<file path="src/rtl/fp6_pkg.sv">
// fp6_pkg
//   Shared constants and types for the 6-bit floating-point multiplier
//   scheduler. The word layout is sign[5], exponent[4:1] (biased by BIAS),
//   mantissa[0] with an implicit leading one.
//   No ports; imported by fp6_mul_core and fp_mul_rr_scheduler.
package fp6_pkg;

  localparam int N      = 6;
  localparam int E      = 4;
  localparam int MA     = 1;
  localparam int BIAS   = 7;
  localparam int SIGN   = 5;
  localparam int EXP_HI = 4;
  localparam int EXP_LO = 1;

  // RUN grants requests, DRAIN lets the pipeline empty, HALT parks it idle.
  typedef enum logic [1:0] {
    RUN   = 2'd0,
    DRAIN = 2'd1,
    HALT  = 2'd2
  } state_e;

endpackage

</file>
<file path="src/rtl/fp6_mul_core.sv">
// fp6_mul_core
//   Purely combinational 6-bit floating-point multiplier.
//   Ports:
//     a, b : operands, {sign, exp[3:0], mantissa}
//     y    : product, same format
//   Exponent wraps modulo 16. No overflow, underflow, zero or infinity handling.
module fp6_mul_core import fp6_pkg::*; #(
  parameter int EXP_BIAS = BIAS
) (
  input  logic [N-1:0] a,
  input  logic [N-1:0] b,
  output logic [N-1:0] y
);

  logic [3:0] p_raw;
  logic [3:0] p;
  logic       sticky;
  logic       nrm;
  logic       m;
  logic [3:0] e;

  // Multiply the two 2-bit significands {1,m}. The product lies in 4..9.
  // Bit 3 set means the product is >= 2.0, and the exponent gains one.
  // Otherwise the product is shifted left so the leading one sits in bit 3.
  // Rounding is a single add of guard & (round | sticky) to the kept bit.
  // The carry out of that add is dropped.
  // The LSB of the unshifted product acts as the sticky bit.
  always_comb begin
    p_raw  = {2'b00, 1'b1, a[0]} * {2'b00, 1'b1, b[0]};
    sticky = p_raw[0];
    nrm    = p_raw[3];
    p      = nrm ? p_raw : {p_raw[2:0], 1'b0};
    m      = p[2] ^ (p[1] & (p[0] | sticky));
    e      = a[EXP_HI:EXP_LO] + b[EXP_HI:EXP_LO] - 4'(EXP_BIAS) + {3'b000, nrm};
    y      = {a[SIGN] ^ b[SIGN], e, m};
  end

endmodule

</file>
<file path="src/rtl/fp_mul_rr_scheduler.sv">
// fp_mul_rr_scheduler
//   Shares one fp6_mul_core between NREQ requesters. Requests are granted
//   round-robin into a two-stage pipeline: an operand register, then a
//   result register. Latency is 2 cycles and throughput is 1 op per cycle.
//   A flush/drain FSM empties the pipeline and then parks it in HALT.
//   Ports:
//     clk, rst            : clock and synchronous active-high reset
//     req_valid/req_ready : per-requester handshake (req_ready is one-hot or zero)
//     req_a, req_b        : packed operands, requester i at [i*N +: N]
//     flush               : level request to drain and halt
//     halted              : high only while in HALT
//     busy                : any pipeline stage holds a valid op
//     rsp_valid/id/y      : one-cycle result pulse with the requester index
module fp_mul_rr_scheduler import fp6_pkg::*; #(
  parameter int NREQ = 4,
  parameter int IDW  = 2,
  parameter int N    = 6,
  parameter int BIAS = 7
) (
  input  logic              clk,
  input  logic              rst,
  input  logic [NREQ-1:0]   req_valid,
  input  logic [NREQ*N-1:0] req_a,
  input  logic [NREQ*N-1:0] req_b,
  output logic [NREQ-1:0]   req_ready,
  input  logic              flush,
  output logic              halted,
  output logic              busy,
  output logic              rsp_valid,
  output logic [IDW-1:0]    rsp_id,
  output logic [N-1:0]      rsp_y
);

  state_e           state_q, state_d;
  logic [IDW-1:0]   ptr_q, ptr_d;
  logic             s1_valid_q, s1_valid_d;
  logic [N-1:0]     s1_a_q, s1_a_d;
  logic [N-1:0]     s1_b_q, s1_b_d;
  logic [IDW-1:0]   s1_id_q, s1_id_d;
  logic             rsp_valid_q, rsp_valid_d;
  logic [IDW-1:0]   rsp_id_q, rsp_id_d;
  logic [N-1:0]     rsp_y_q, rsp_y_d;

  logic [NREQ-1:0]  grant;
  logic [IDW-1:0]   grant_id;
  logic             grant_any;
  logic [N-1:0]     core_y;

  fp6_mul_core #(.EXP_BIAS(BIAS)) u_core (
    .a (s1_a_q),
    .b (s1_b_q),
    .y (core_y)
  );

  // Round-robin arbiter: find the first valid requester, starting at the
  // pointer and wrapping around. A raised flush blocks the grant at once,
  // even before the FSM has left RUN.
  always_comb begin
    int idx;
    idx       = 0;
    grant     = '0;
    grant_id  = '0;
    grant_any = 1'b0;
    if (state_q == RUN && !flush) begin
      for (int off = 0; off < NREQ; off++) begin
        idx = int'(ptr_q) + off;
        if (idx >= NREQ) idx = idx - NREQ;
        if (!grant_any && req_valid[idx]) begin
          grant_any     = 1'b1;
          grant_id      = IDW'(idx);
          grant[idx]    = 1'b1;
        end
      end
    end
  end

  // After a grant, the pointer moves to the requester just past the winner.
  always_comb begin
    ptr_d = ptr_q;
    if (grant_any) begin
      ptr_d = (int'(grant_id) == NREQ - 1) ? '0 : grant_id + 1'b1;
    end
  end

  // DRAIN may leave as soon as stage 1 is empty. The response stage cannot
  // stall, so it is also empty after this same edge. HALT therefore always
  // means an empty pipeline.
  always_comb begin
    state_d = state_q;
    case (state_q)
      RUN:     if (flush)       state_d = DRAIN;
      DRAIN:   if (!s1_valid_q) state_d = HALT;
      HALT:    if (!flush)      state_d = RUN;
      default:                  state_d = RUN;
    endcase
  end

  // Pipeline: stage 1 captures the granted operands. The response stage
  // captures the core output. Data registers load only behind a valid bit.
  always_comb begin
    s1_valid_d  = grant_any;
    s1_a_d      = s1_a_q;
    s1_b_d      = s1_b_q;
    s1_id_d     = s1_id_q;
    rsp_valid_d = s1_valid_q;
    rsp_id_d    = rsp_id_q;
    rsp_y_d     = rsp_y_q;
    if (grant_any) begin
      s1_a_d  = req_a[int'(grant_id)*N +: N];
      s1_b_d  = req_b[int'(grant_id)*N +: N];
      s1_id_d = grant_id;
    end
    if (s1_valid_q) begin
      rsp_id_d = s1_id_q;
      rsp_y_d  = core_y;
    end
  end

  always_ff @(posedge clk) begin
    if (rst) begin
      state_q     <= RUN;
      ptr_q       <= '0;
      s1_valid_q  <= 1'b0;
      s1_a_q      <= '0;
      s1_b_q      <= '0;
      s1_id_q     <= '0;
      rsp_valid_q <= 1'b0;
      rsp_id_q    <= '0;
      rsp_y_q     <= '0;
    end else begin
      state_q     <= state_d;
      ptr_q       <= ptr_d;
      s1_valid_q  <= s1_valid_d;
      s1_a_q      <= s1_a_d;
      s1_b_q      <= s1_b_d;
      s1_id_q     <= s1_id_d;
      rsp_valid_q <= rsp_valid_d;
      rsp_id_q    <= rsp_id_d;
      rsp_y_q     <= rsp_y_d;
    end
  end

  assign req_ready = grant;
  assign halted    = (state_q == HALT);
  assign busy      = s1_valid_q | rsp_valid_q;
  assign rsp_valid = rsp_valid_q;
  assign rsp_id    = rsp_id_q;
  assign rsp_y     = rsp_y_q;

endmodule
</file>
<file path="config.mk">
export PLATFORM = sky130hd
export DESIGN_NAME = fp_mul_rr_scheduler
export DESIGN_NICKNAME = d
export VERILOG_FILES = /design/src/rtl/fp6_pkg.sv /design/src/rtl/fp6_mul_core.sv /design/src/rtl/fp_mul_rr_scheduler.sv
export SDC_FILE = /design/constraint.sdc
export NUM_CORES = 1
export LEC_CHECK = 0
export ABC_AREA = 1
export CAP_MARGIN = 20
export CORE_ASPECT_RATIO = 1.4
export CORE_UTILIZATION = 47
export CTS_BUF_LIST = sky130_fd_sc_hd__clkbuf_4 sky130_fd_sc_hd__clkbuf_8 sky130_fd_sc_hd__clkbuf_16
export DETAILED_ROUTE_END_ITERATION = 10
export PLACE_DENSITY = 0.87
export SYNTH_ARGS = -nofsm -noshare
export SYNTH_HDL_FRONTEND = slang
export SYNTH_SLANG_ARGS = --single-unit
export TNS_END_PERCENT = 10
</file>
<file path="constraint.sdc">
create_clock -name clk -period 3.2 [get_ports clk]
set_clock_uncertainty 0.15 [all_clocks]
set_input_delay 0.96 -clock clk [delete_from_list [all_inputs] [get_ports clk]]
set_output_delay 0.96 -clock clk [all_outputs]
set_load 0.03 [all_outputs]
</file>
Word-level counts from Yosys, hierarchy flattened
Cells that the tools add are included.
- $add $sub $neg: 11
- $mul: 2
- order comparisons: 12
- eq/ne operators: 6
- shift-type cells: 2
- mux-type cells: 55
- bitwise operators: 8
- reductions and logical operators: 14
- operator list (cell ; number):
    32-bit 2-to-1 mux ; 8
    32-bit by 1-bit >= comparator with 1-bit output, second input constant ; 4
    32-bit by 4-bit < comparator with 1-bit output, second input constant ; 4
    4-bit 2-to-1 mux ; 8
    24-bit by 32-bit indexed part select with 6-bit output ; 1
    24-bit by 6-bit indexed part select with 6-bit output ; 1
    1-bit 2-to-1 mux ; 20
    2-bit 2-to-1 mux ; 9
    4-bit OR ; 3
    3-bit by 3-bit subtractor with 4-bit output, second input constant ; 3
    3-bit >= comparator, second input constant ; 3
    1-bit binary-select mux with 2-bit select ; 4
    1-bit demux with 2-bit select ; 4
    1-bit logical AND ; 8
    2-bit by 2-bit adder with 3-bit output, second input constant ; 2
    2-bit inequality test, second input constant ; 3
    2-bit case mux with 3 select lines ; 1
    4-bit by 1-bit adder with 4-bit output ; 1
    4-bit adder ; 1
    2-bit by 1-bit == test with 1-bit output, second input constant ; 2
    1-bit zero test ; 4
    2-bit by 2-bit multiplier with 4-bit output ; 1
    2-bit by 2-bit multiplier with 4-bit output, second input constant ; 1
    2-bit by 3-bit subtractor with 4-bit output, second input constant ; 1
    11 further kinds ; 13
- bits in registers: 28
- bits of input ports: 55

Depth between registers and ports, before layout
- depth in word-level cells: 22
- gate-level depth with buffers: 17
- gate-level depth less buffers: 15

By module
A second synthesis with hierarchy kept.
- cells, all modules: 375
- area total of the unflattened synthesis: 2275.9 µm²
- by module, submodules not included (module ; times used ; cells an instance ; area an instance (µm²) ; sequential area each (µm²)):
    fp_mul_rr_scheduler ; 1 ; 333 ; 2019.4 ; 560.5
    fp6_mul_core ; 1 ; 42 ; 256.5 ; 0.0

Worst setup path after synthesis
No wires, ideal clock.
- kind: input -> output
- from: in req_valid[1]
- to: out req_ready[2]
- arrival time: 1.889 ns
- slack: 0.201 ns
- stages: 9
- path through: nand2_1 -> nand2_2 -> nand2_4 -> nand2_8 -> inv_8 -> nand4_4 -> o21ai_0 -> nand2_1 -> inv_1
- longest elaborated chain between the ends: 17
- RTL lines (what ; line ; source):
    start, declared ; fp_mul_rr_scheduler.sv:22 ; input logic [NREQ-1:0] req_valid,
    1-bit binary-select mux with 2-bit select ; fp_mul_rr_scheduler.sv:68 ; if (!grant_any && req_valid[idx]) begin
    1-bit 2-to-1 mux (not written as such) (2 in a row) ; fp_mul_rr_scheduler.sv:68 ;
    1-bit 2-to-1 mux ; fp_mul_rr_scheduler.sv:68 ;
    1-bit 2-to-1 mux ; fp_mul_rr_scheduler.sv:64 ; if (state_q == RUN && !flush) begin
    1-bit zero test ; fp_mul_rr_scheduler.sv:68 ;
    1-bit logical AND ; fp_mul_rr_scheduler.sv:68 ;
    1-bit 2-to-1 mux ; fp_mul_rr_scheduler.sv:68 ;
    1-bit 2-to-1 mux ; fp_mul_rr_scheduler.sv:64 ;
    1-bit zero test ; fp_mul_rr_scheduler.sv:68 ;
    1-bit logical AND ; fp_mul_rr_scheduler.sv:68 ;
    1-bit 2-to-1 mux ; fp_mul_rr_scheduler.sv:68 ;
    1-bit 2-to-1 mux ; fp_mul_rr_scheduler.sv:64 ;
    1-bit zero test ; fp_mul_rr_scheduler.sv:68 ;
    1-bit logical AND ; fp_mul_rr_scheduler.sv:68 ;
    4-bit 2-to-1 mux * ; fp_mul_rr_scheduler.sv:68 ;
    4-bit 2-to-1 mux * ; fp_mul_rr_scheduler.sv:64 ;
    end, declared ; fp_mul_rr_scheduler.sv:25 ; output logic [NREQ-1:0] req_ready,
Every way passes the cells marked *; elsewhere a longest branch is shown, timed or not. The select of a mux whose other input is x is not followed.

Worst setup path after layout
- from: in req_valid[3]
- to: out req_ready[2]
Same word-level chain as after synthesis.

==> results by group <==
Status
  – Result of the run: finished with violations
  – Violated checks: negative setup slack

Synth
  – Syn Nets: 429
  – Post-synthesis register bit count: 28
  – Part of the Yosys area used for sequential elements: 24.79%
  – Number of warnings issued by yosys: 0
  – Dominant synthesized flop cell: dfxtp_1
  – Post-synthesis instance total: 362
  – Total standard cell area after synthesis: 0.002261 mm2
  – Post-synth ARST share: 0%
  – Number of different library cells in the post-synthesis netlist: 34
  – Mean instance size in the synthesized netlist: 6.246 um2
  – Number of flops mapped to enable cells by yosys: 0

Clock network
  – Clock Pin Slew Worst Setup and Hold Paths: 0.09 ns
  – CTS hold repair buffers: 0
  – Worst skew pair latency: 0.27 ns
  – Number of sinks on the clock net: 28
  – CTS root buffer: clkbuf_8
  – H-tree depth reported by CTS: 1
  – Clk buf depth: 2
  – Inserted Clock Buffers: 3
  – TritonCTS clock tree: built

Detailed routing
  – Total vias in the final route: 2564
  – Total wire length after detailed routing: 6671 um
  – Number of DRC violations after detailed-routing iteration 0: 113
  – First drt pass iteration count: 4
  – Post-DR wirelength/cell: 13.11 um
  – Post-detailed-route DRC marker count: 0
  – Final antenna-violating net count: 0
  – Mean number of vias per cell: 5.037

Power
  – Worst VDD drop: 465.5 uV
  – Static Leakage: 1.698 nW
  – Power Density: 651.2 mW/mm2

Cells and area
  – Area growth from synthesis to layout: 46.49%
  – Non-filler instance count after layout: 509
  – Fraction of final layout cells sized beyond drive strength 1: 18.34%
  – Fillcell total: 377
  – # nets final: 515
  – Count of inserted antenna diode cells: 0

Timing
  – Max-slew headroom at the worst pin: 72.93%
  – Setup slack of the critical path after layout: -0.006701 ns
  – Count of final setup violators: 1
  – Highest Clock Rate: 311.8 MHz
  – Unrepaired setup endpoints after global routing: true
  – Endpoints failing hold: 0
  – Slew @ Worst Pin: 0.4056 ns
  – Final Cycle Share: 100.2%
  – Accumulated negative setup slack: -0.006701 ns
  – Max-slew violation count: 0
  – Post-layout minimum cycle time: 3.207 ns

GRT
  – Maximum number of pins on one net before global-route repair: 28
  – Total global-route track usage: 24.82%
  – Total overflow reported by the global router: 0
  – Antenna violations before repair: 0
  – Vias in the first global route: 2363
  – First-pass GRT wire length: 9929 um

Worst setup path
  – Worst EP required: 2.09 ns
  – Data arrival time of the worst path: 2.10 ns
  – Crit path kind: primary input to primary output
  – Crit Path Max Fanout: 5
  – Startpoint class of the critical path: primary input
  – CP Capture Type: primary output

Floorplan
  – Horizontal extent of the die: 60.62 um
  – Num ports: 70
  – Area inside the core boundary: 0.004572 mm2
  – Die area: 0.005096 mm2
  – Height of the die: 84.07 um
  – Initial Util: 49.45%
  – Num rows: 29

Place
  – Port bufs: 69
  – Final HPWL DP: 4763 um
  – Placer congestion estimate: 0.8373
  – Total instance count after detailed placement: 498

Flow run
  – Maximum Capacitance Violations: 0

Worst hold path
  – Worst min-delay path category: register to register
## path summary, 6_finish.rpt
check / startpoint / endpoint / cells past startpoint / slack (ns)
max: req_valid[3] / req_ready[2] / 13 / -0.007
min: s1_id_q[0] / s1_id_q[0] / 2 / 0.33
max reg2reg: ptr_q[1] / s1_a_q[3] / 15 / 0.56
min reg2reg: s1_id_q[0] / s1_id_q[0] / 2 / 0.33
## final cells by class
cell class / instances / area, um2 / share of cell area [%]
clock buffer: 4 / 55.05 / 1.662
timing repair buffer: 93 / 880.8 / 26.60
multi-input combinational: 266 / 1506 / 45.49
sequential: 28 / 561.8 / 16.96
tap: 62 / 77.57 / 2.342
inverter: 56 / 230.2 / 6.951
## worst max-delay path, stage by stage
cell,delay [ns]
buf_8,0.09
inv_4,0.04
nand2_4,0.06
nand3_4,0.10
nand2_8,0.13
clkinv_8,0.08
nand3_4,0.10
o22ai_2,0.08
a21oi_2,0.12
o21ai_2,0.07
nand2_1,0.08
inv_1,0.05
buf_6,0.13
## power by group
| group | leakage (nW) | internal [W] | switching [W] |
|---|---|---|---|
| logic | 1.44 | 0.000601 | 0.000872 |
| clock network | 0.0288 | 0.000110 | 0.000105 |
| registers | 0.231 | 0.000422 | 0.0000469 |
## metrics by stage
| stage | power [W] | hold slack [ns] | worst slack (ns) | area, um2 | util (%) |
|---|---|---|---|---|---|
| after floorplan | 0.001375 | 0.2951 | 0.2015 | 2261 | - |
| after global placement | 0.001694 | 0.3017 | -0.3992 | 3068 | 67.10 |
| after detailed placement | 0.001736 | 0.3154 | -0.4826 | 3068 | 67.10 |
| after CTS | 0.002008 | 0.3305 | 0.003718 | 3169 | 69.32 |
| after global routing | 0.002315 | 0.3613 | -0.06000 | 3312 | 72.44 |
| final | 0.002157 | 0.3338 | -0.006701 | 3312 | 72.44 |
## routing by layer
layer	GRT usage, %	part of all wire [%]	vias up
met1	27.71	38	1168
met5	0	0	-
met4	8.678	1.7	0
met2	45.75	55	86
li1	-	-	1300
met3	2.946	5.3	10
## what timing repair did
| item | 4_1_cts | 5_1_grt |
|---|---|---|
| gates resized for setup | 32 | 30 |
| setup endpoints to repair | 4 | 4 |
| pin swaps | 10 | 13 |
| setup buffers | 3 | 4 |
## layout by cell type (no fill, tap or decap), types with 2 or more instances in the layout
cell type        Yosys  layout
nor2_2               2       2
buf_4                2      25
ha_1                11      10
nand4_1             16      16
dfxtp_1             28      27
nand3_4              3       3
a21oi_2              2       4
inv_1               50      48
nand2_1            123     116
a21oi_1              8       6
nor3b_1              3       3
nor2_1              37      37
o21ai_1              0       4
clkdlybuf4s50_1      0      61
nand2_4              3       8
a22oi_2              0       2
o21ai_0             15       9
nand2_2              6       8
nand3_1             21      18
clkinv_1             2       2
o22ai_2              0       2
xnor2_1              2       2
o21ai_2              0       2
nand3_2              0       3
xor2_1               3       3
inv_2                2       3
buf_6                3       6
clkbuf_8             0       4
## synth_stat cells (3+ instances only)
master,count,area [um2]
nand3_4,3,52.55
nand3_1,21,105.1
buf_6,3,33.78
ha_1,11,137.6
o21ai_0,15,75.07
buf_2,3,15.01
nand2_2,6,37.54
dfxtp_1,28,560.5
nor3b_1,3,22.52
nor2_1,37,138.9
nand2_1,123,461.7
clkbuf_1,4,15.01
a21oi_1,8,40.04
xor2_1,3,26.28
inv_1,50,187.7
nand4_1,16,100.1
nand2_4,3,33.78
## logic make-up after synthesis
kind of cell,count (synthesis),synth area share (%)
fa+ha+maj,12,6.973
simple gates,218,45.27
xor+xnor,5,1.937
buf+inv,68,13.34
flops,28,24.79
compound gates,31,7.692
## state kept, by name, indices dropped and copies added, names as in the netlist
register,count
ptr_q,2
state_q,2
rsp_y,6
s1_a_q,6
s1_b_q,6
rsp_id,2
rsp_valid,1
s1_id_q,2
rsp_valid_d,1
Note: power is estimated with default switching activity, not from simulation.
